**config.mk**
```make
export PLATFORM = sky130hd
export DESIGN_NAME = uart_tx_arbiter
export DESIGN_NICKNAME = d
export VERILOG_FILES = /design/src/rtl/uart_tx_arbiter.sv
export SDC_FILE = /design/constraint.sdc
export NUM_CORES = 1
export LEC_CHECK = 0
export CORE_MARGIN = 2
export CORE_UTILIZATION = 26
export DETAILED_ROUTE_END_ITERATION = 10
export PLACE_DENSITY = 0.6
export SYNTH_ARGS = -nofsm -noshare
export SYNTH_HDL_FRONTEND = slang
export SYNTH_SLANG_ARGS = --single-unit
```
**constraint.sdc**
```tcl
create_clock -name clk -period 1.83 [get_ports clk]
set_input_delay 0.366 -clock clk [delete_from_list [all_inputs] [get_ports clk]]
set_output_delay 0.366 -clock clk [all_outputs]
set_load 0.1 [all_outputs]
```
**src/rtl/uart_tx_arbiter.sv**
```systemverilog
// Round-robin arbiter that shares one uart_tx serializer among NUM_REQ byte producers.
// One byte is accepted per grant; new grants wait for tx_done or a watchdog abort.
module uart_tx_arbiter #(
  parameter  int NUM_REQ        = 4,
  parameter  int DATA_WIDTH     = 8,
  parameter  int TIMEOUT_CYCLES = 65535,
  localparam int IDX_W          = $clog2(NUM_REQ)
) (
  input  logic                          clk,
  input  logic                          rst,
  input  logic [NUM_REQ-1:0]            req_valid,
  input  logic [NUM_REQ*DATA_WIDTH-1:0] req_data,
  output logic [NUM_REQ-1:0]            req_ready,
  output logic                          tx_start,
  output logic [DATA_WIDTH-1:0]         tx_data,
  input  logic                          tx_active,
  input  logic                          tx_done,
  output logic                          busy,
  output logic [IDX_W-1:0]              grant_id,
  output logic                          err_timeout
);

  localparam int                 WDOG_W     = $clog2(TIMEOUT_CYCLES);
  localparam logic [WDOG_W-1:0]  WDOG_LAST  = WDOG_W'(TIMEOUT_CYCLES - 1);
  localparam logic [IDX_W:0]     NUM_REQ_W  = (IDX_W + 1)'(NUM_REQ);
  localparam logic [IDX_W-1:0]   LAST_INIT  = IDX_W'(NUM_REQ - 1);

  typedef enum logic [1:0] {
    IDLE,
    START,
    WAIT_DONE
  } state_t;

  state_t                state;
  state_t                state_nxt;
  logic [IDX_W-1:0]      last_grant;
  logic [IDX_W-1:0]      pick;
  logic                  found;
  logic [DATA_WIDTH-1:0] pick_data;
  logic                  accept;
  logic                  timeout_abort;
  logic [WDOG_W-1:0]     wdog;

  // Search starts one past the previous winner, so req 0 wins first after reset.
  always_comb begin : rr_search
    logic [IDX_W:0] cand;
    found = 1'b0;
    pick  = '0;
    cand  = '0;
    for (int k = 1; k <= NUM_REQ; k++) begin
      cand = {1'b0, last_grant} + (IDX_W + 1)'(k);
      if (cand >= NUM_REQ_W) begin
        cand = cand - NUM_REQ_W;
      end
      if (!found && req_valid[cand[IDX_W-1:0]]) begin
        found = 1'b1;
        pick  = cand[IDX_W-1:0];
      end
    end
  end

  always_comb begin : data_mux
    pick_data = '0;
    for (int i = 0; i < NUM_REQ; i++) begin
      if (pick == IDX_W'(i)) begin
        pick_data = req_data[i*DATA_WIDTH +: DATA_WIDTH];
      end
    end
  end

  always_comb begin : fsm_next
    state_nxt     = state;
    req_ready     = '0;
    accept        = 1'b0;
    timeout_abort = 1'b0;
    unique case (state)
      IDLE: begin
        if (!rst && !tx_active && found) begin
          req_ready = NUM_REQ'(1) << pick;
          accept    = 1'b1;
          state_nxt = START;
        end
      end
      START: begin
        state_nxt = WAIT_DONE;
      end
      WAIT_DONE: begin
        // A frame completing on the last watchdog cycle is a success, not an abort.
        if (tx_done) begin
          state_nxt = IDLE;
        end else if (wdog == WDOG_LAST) begin
          state_nxt     = IDLE;
          timeout_abort = 1'b1;
        end
      end
      default: begin
        state_nxt = IDLE;
      end
    endcase
  end

  always_ff @(posedge clk) begin : fsm_state
    if (rst) begin
      state <= IDLE;
    end else begin
      state <= state_nxt;
    end
  end

  always_ff @(posedge clk) begin : out_regs
    if (rst) begin
      tx_start    <= 1'b0;
      tx_data     <= '0;
      busy        <= 1'b0;
      grant_id    <= '0;
      err_timeout <= 1'b0;
      last_grant  <= LAST_INIT;
      wdog        <= '0;
    end else begin
      tx_start    <= accept;
      busy        <= (state_nxt != IDLE);
      err_timeout <= timeout_abort;
      if (accept) begin
        tx_data    <= pick_data;
        grant_id   <= pick;
        last_grant <= pick;
      end
      if (state == START) begin
        wdog <= '0;
      end else if (state == WAIT_DONE) begin
        wdog <= wdog + WDOG_W'(1);
      end
    end
  end

endmodule

```
==> metrics, run 1 <==
CP Launch Type flop; CTS tree built; n_diodes 0; hold path cells 2; LEAKAGE between 1 and 1.5 nW; Setup Total Neg Slack -540 ps; worst slack at placement -443 ps; final net count 301; Worst path slowest cell dfxtp_4; Clock Latency Late Sink 280 ps; H-Tree Depth 2; syn_nets between 200 and 250; Required @ worst endpoint 1460 ps; largest net degree at the start of global routing 19; die height 84.1 microns; FP Rows 29; Tot GR Track Use 0.127; cell internal pwr 1.36 mW; # IOs 57; area leader, netlist dfxtp_1; failing checks setup timing; DRT Pass-1 Iters 5; Detailed Route WL 4.16 mm; status complete, but fails checks; Max Slew Vio Count 0; Max Cap Violations 0; area share of the largest cell type after synthesis 0.396; VDD IR max between 0.3 and 0.4 mV; Die Area approximately 7000 sq um; worst-path maximum fanout 7; type of the most critical hold path flop to flop; Core Footprint 6280 sq um; global placer's final weighted congestion 0.803; synth top area cells dfxtp_1 40%, mux2i_1 10%, nor2_1 4.5%; RSZ-0062 raised after global routing true; CP max stage delay 380 ps; most frequent cells in the layout 33 x clkdlybuf4s50_1, 31 x dfxtp_1, 20 x buf_12, 18 x nand2_1, 17 x nor2_1; cts hold-fix bufs 0; kind of critical path flop to output port; CTS buffer count 5; Yosys warning count 0; Port Buffers 56; antenna-violating nets left 0; Seq/Total Area, Yosys 0.396; Setup WS post-layout -157 ps; Post-DP HPWL ~3.1 mm; Cells after Synth 189; commonest non-fill, non-tap cell in the layout clkdlybuf4s50_1; Hold Violations, Final 0; crit-path cells mux2i_2 > o22ai_2 > o21bai_4 > buf_12 > nor2_4 > buf_12; Sequential Power Share 0.392; clk buf depth 2; Power Total 2.03 mW; Synth-to-Final Area Change 65.5%; clock share of power 0.272; Comb power frac 0.336; first-pass GRT wire length 7.16 mm; vias in the first global route 1507; initial core utilization 0.265; critical path's most frequent cell buf_12; #FFs+latches synth 33; CTS root buf clkbuf_8; Tcrit/Tclk final 1.09; r2r worst-path depth 5; Peak Freq 503 MHz; CTS clock-pin slew for the worst setup and hold paths roughly 70 ps; Syn Area/Cell around 9 sq um; fillers around 600; Sw Share 0.329; vias post-DR around 1600; Cell variety after synth 39; Post-synth EDFFs 0; worst slew pin tran 266 ps; Final min period 1990 ps; gr ovfl total 0; initial antenna violation count 0; Setup violations, final 4; Synth async-reset ratio 0; layout cell share with drive strength beyond 1 0.216; Mapped Area around 1700 sq um; Via density 4.66; Clock Skews 7.68 ps; Sink Count 33; type of destination of the critical path output port; Worst slew margin 0.822; DIE WIDTH 84.1 microns; PD cells 735 nW/um^2; Net Sw Power 0.666 mW; post-DR wirelength/cell 12.4 microns; WP data arrival 1620 ps; drt drc 0; initial DRC count 73; prevailing post-synth register cell dfxtp_1
-- critical path, delay by kind of cell, from the launching register on --
kind / cells / cell delay (ps)
flops: 1 / 380
simple gates: 1 / 90
buf+inv: 2 / 320
mux: 1 / 230
compound gates: 2 / 320
-- worst paths after layout --
kind / from / endpoint / slack [ps]
max: last_grant[1] / req_ready[0] / -160
min: wdog[14] / wdog[14] / 490
max reg2reg: wdog[10] / busy / 180
min reg2reg: wdog[14] / wdog[14] / 490
-- registers in the layout (all words and copies together) (netlist names) --
register / cells
wdog: 16
tx_data: 8
grant_id: 2
last_grant: 2
state: 2
busy: 1
err_timeout: 1
tx_start: 1
-- layout make-up --
class | instances | area, sq um | area share
multi-input cells | 143 | 1010 | 0.368
repair buffers | 72 | 880 | 0.319
flip-flops and latches | 33 | 666 | 0.241
well taps | 77 | 96.3 | 0.0349
clock buffers | 7 | 86.3 | 0.0313
inverters | 4 | 15.0 | 0.00544
-- repair_timing --
item | in CTS | in global routing
buffers inserted | 1 | 0
setup endpoints to repair | 12 | 4
gates resized for setup | 17 | 4
pin swaps | 3 | 4
hold endpoints to repair | 0 | 0
gates cloned | 0 | 0
-- power by group through the flow --
stage,registers [mW],clock network (mW),logic [mW]
4_1_cts,0.794,0.576,0.682
6_report,0.795,0.552,0.680
5_1_grt,0.798,0.607,0.714
3_3_place_gp,0.808,0,0.673
3_5_place_dp,0.809,0,0.675
2_1_floorplan,0.988,0,0.200
-- stage by stage --
stage	std cells	area (sq um)	hold WS (ps)	util
global route	336	2760	521	0.439
global placement	328	2630	469	0.419
CTS	336	2750	491	0.437
detailed placement	328	2630	481	0.419
finish	336	2760	491	0.439
floorplan	189	1720	458	-
-- routing by layer --
metal	global-route usage	vias to the layer above	routed length, microns	part of all wire
li1	-	812	-	-
met4	0.0616	0	110	0.026
met5	0	-	0	0
met2	0.198	38	1940	0.47
met3	0.0415	10	225	0.054
met1	0.157	705	1880	0.45
-- cell usage after synthesis (2+ instances only) --
master	number
mux2i_1	17
nand2_1	18
o21bai_1	2
nand4_1	4
inv_1	3
nor3_1	3
nand3_1	2
o221ai_1	8
or3_1	7
xor2_1	6
nor2b_1	2
a21oi_1	11
nand3b_1	8
nand2b_1	6
ha_1	2
or2b_1	2
o22ai_1	2
dfxtp_1	33
o21ai_0	6
buf_6	2
nor2_1	20
buf_2	3
xnor2_1	2
and4_1	2
clkbuf_1	4
-- cell families after synthesis --
| family | share of synthesized area |
|---|---|
| multiplexers | 0.102 |
| flip-flops | 0.396 |
| AO/OA/AOI/OAI | 0.134 |
| XOR/XNOR | 0.0420 |
| adder cells (fa/ha/maj) | 0.0150 |
| buffers and inverters | 0.0405 |
| AND/OR/NAND/NOR | 0.270 |
No activity file was read; power rests on OpenSTA's default activity.
==> inputs of run 2 (changes only) <==
--- a/config.mk
+++ b/config.mk
@@ -7,8 +7,9 @@
 export LEC_CHECK = 0
 export CORE_MARGIN = 2
 export CORE_UTILIZATION = 26
+export CTS_CLUSTER_DIAMETER = 80
 export DETAILED_ROUTE_END_ITERATION = 10
-export PLACE_DENSITY = 0.6
+export PLACE_DENSITY = 0.62
 export SYNTH_ARGS = -nofsm -noshare
 export SYNTH_HDL_FRONTEND = slang
 export SYNTH_SLANG_ARGS = --single-unit
==> constraint.sdc (replaced) <==
create_clock -name clk -period 1.75 [get_ports clk]
set_input_delay 0.35 -clock clk [delete_from_list [all_inputs] [get_ports clk]]
set_output_delay 0.35 -clock clk [all_outputs]
set_load 0.1 [all_outputs]
==> run 2 against run 1 <==
Against the previous run: the flow still finishes with violations (setup timing); global-route usage is 0.76 points lower; setup slack got worse by 22 ps; clock skew decreased by 2.3 ps; cell area is 1.9% higher; routed wire length shrank 3.1%; worst hold slack better by 1.7 ps; critical endpoint is now req_ready[3]; largest power group unchanged; highest routed layer unchanged.
==> metrics, run 2 (synthesis gave the netlist of run 1 again) <==
status complete, but fails checks; failing checks setup timing; Clock Skews 5.40 ps (-2.28 ps); most frequent cells in the layout 33 x clkdlybuf4s50_1, 30 x dfxtp_1, 20 x buf_4, 18 x buf_12; Via density 4.64 (-0.35%); die height 84.1 microns (unchanged); Core Footprint 6280 sq um (unchanged); post-DR wirelength/cell 11.8 microns (-5.0%); Tot GR Track Use 0.119 (-0.00763); Regs by FF count wdog: 16 flops, tx_data: 8 flops; largest net degree at the start of global routing 19 (unchanged); Sink Count 33 (unchanged); CTS root buf clkbuf_8; final net count 307 (+2.0%); setup slack, reg-to-reg 80 ps (-100 ps); initial antenna violation count 0 (unchanged); Setup WS post-layout -178 ps (-21.8 ps); Max Cap Violations 0 (unchanged); FP Rows 29 (unchanged); kind of critical path flop to output port; worst-path maximum fanout 7 (unchanged); hold path cells 2 (unchanged); VDD IR max 0.385 mV (+11%); Synth-to-Final Area Change 68.6%; WP data arrival 1580 ps (-40 ps); LEAKAGE 1.16 nW (+3.7%); Setup violations, final 4 (unchanged); initial DRC count 69 (-5.5%); Crit. Startpoint last_grant[1]; Largest Register wdog; area of the multi-input gates 1020 sq um (+0.49%); commonest non-fill, non-tap cell in the layout clkdlybuf4s50_1; WHS 492 ps (+1.67 ps); Detailed Route WL 4.03 mm (-3.1%); H-Tree Depth 2 (unchanged); worst reg2reg path endpoint tx_data[4]; Port Buffers 56 (unchanged); DRT Pass-1 Iters 4 (-1); CTS buffer count 5 (unchanged); Post-DP HPWL 3.08 mm (-1.0%); Die Area 7070 sq um (unchanged); Tcrit/Tclk final 1.10; # IOs 57 (unchanged); Peak Freq 519 MHz; CTS clock-pin slew for the worst setup and hold paths 70 ps (about the same); Final min period around 1900 ps; r2r worst-path depth 6 (+1); HP Start wdog[14]; reg2reg start last_grant[1]; RSZ-0062 raised after global routing true; Hold Violations, Final 0 (unchanged); clk buf depth 2 (unchanged); Required @ worst endpoint 1400 ps (-60 ps); CTS tree built; vias post-DR 1592 (+1.7%); drt drc 0 (unchanged); gr ovfl total 0 (unchanged); Max Slew Vio Count 0 (unchanged); Power Total 2.18 mW (+7.4%); global placer's final weighted congestion 0.792 (-1.3%); CP Launch Type flop; type of destination of the critical path output port; max reg flops 16 (unchanged); type of the most critical hold path flop to flop; n_diodes 0 (unchanged); fillers 620 (+0.81%); WHS Endpoint wdog[14]; vias in the first global route 1551 (+2.9%); first-pass GRT wire length 6.82 mm (-4.7%); worst slew pin tran 274 ps (+8.08 ps); PD cells 775 nW/um^2 (+5.4%); Clock Latency Late Sink 280 ps (about the same); register area 667 sq um (+0.19%); layout cell share with drive strength beyond 1 0.259 (+0.0432); initial core utilization 0.265 (unchanged); DIE WIDTH 84.1 microns (unchanged); antenna-violating nets left 0 (unchanged); Worst slew margin 0.816 (-0.00679)
run 2: layout make-up:
| class | instances | share of cell area |
|---|---|---|
| multi-input cells | 143 | 0.363 |
| repair buffers | 78 | 0.324 |
| flip-flops and latches | 33 | 0.237 |
| clock buffers | 7 | 0.0343 |
| well taps | 77 | 0.0343 |
| inverters | 4 | 0.00534 |
| clock inverters | 1 | 0.00178 |
run 2: repair_timing:
action,4_1_cts,5_1_grt
endpoints found under the hold margin,0,0
setup endpoints to repair,12,16
resized for setup,19,7
hold buffers,0,0
buffers inserted,10,1
pin swaps,6,2
run 2: where the power goes:
| part | internal (mW) | total (mW) | switching (mW) |
|---|---|---|---|
| Sequential | 0.789 | 0.830 | 0.0404 |
| Combinational | 0.326 | 0.716 | 0.391 |
| Clock | 0.355 | 0.631 | 0.275 |
| Total | 1.47 | 2.18 | 0.706 |
run 2: worst max-delay path: stages, from the launching register on:
cell and delay [ps]:
dfxtp_4 390, nand2_2 50, a311o_1 370, nand2b_4 180, nor2b_4 130, buf_12 180
run 2: worst max-delay path by stage:
stage	end
after detailed placement	req_ready[3]
after CTS	req_ready[3]
after global placement	req_ready[3]
final	req_ready[3]
after floorplan	req_ready[3]
after global routing	req_ready[3]
run 2: per-stage QoR:
stage	util	setup slack (ps)	instance area [sq um]	setup TNS, ps	cells
2_1_floorplan	-	-224	1710	-823	189
3_3_place_gp	0.412	-482	2590	-5140	326
3_5_place_dp	0.412	-511	2590	-5560	326
4_1_cts	0.444	-218	2790	-779	343
5_1_grt	0.448	-240	2810	-941	343
6_report	0.448	-178	2810	-673	343
run 2: metal layers:
layer  wire, microns  vias up  GRT usage
met2            1970       50      0.199
met4              56        0     0.0396
met5               0        -          0
met3             401        5     0.0623
li1                -      831          -
met1            1610      706      0.129
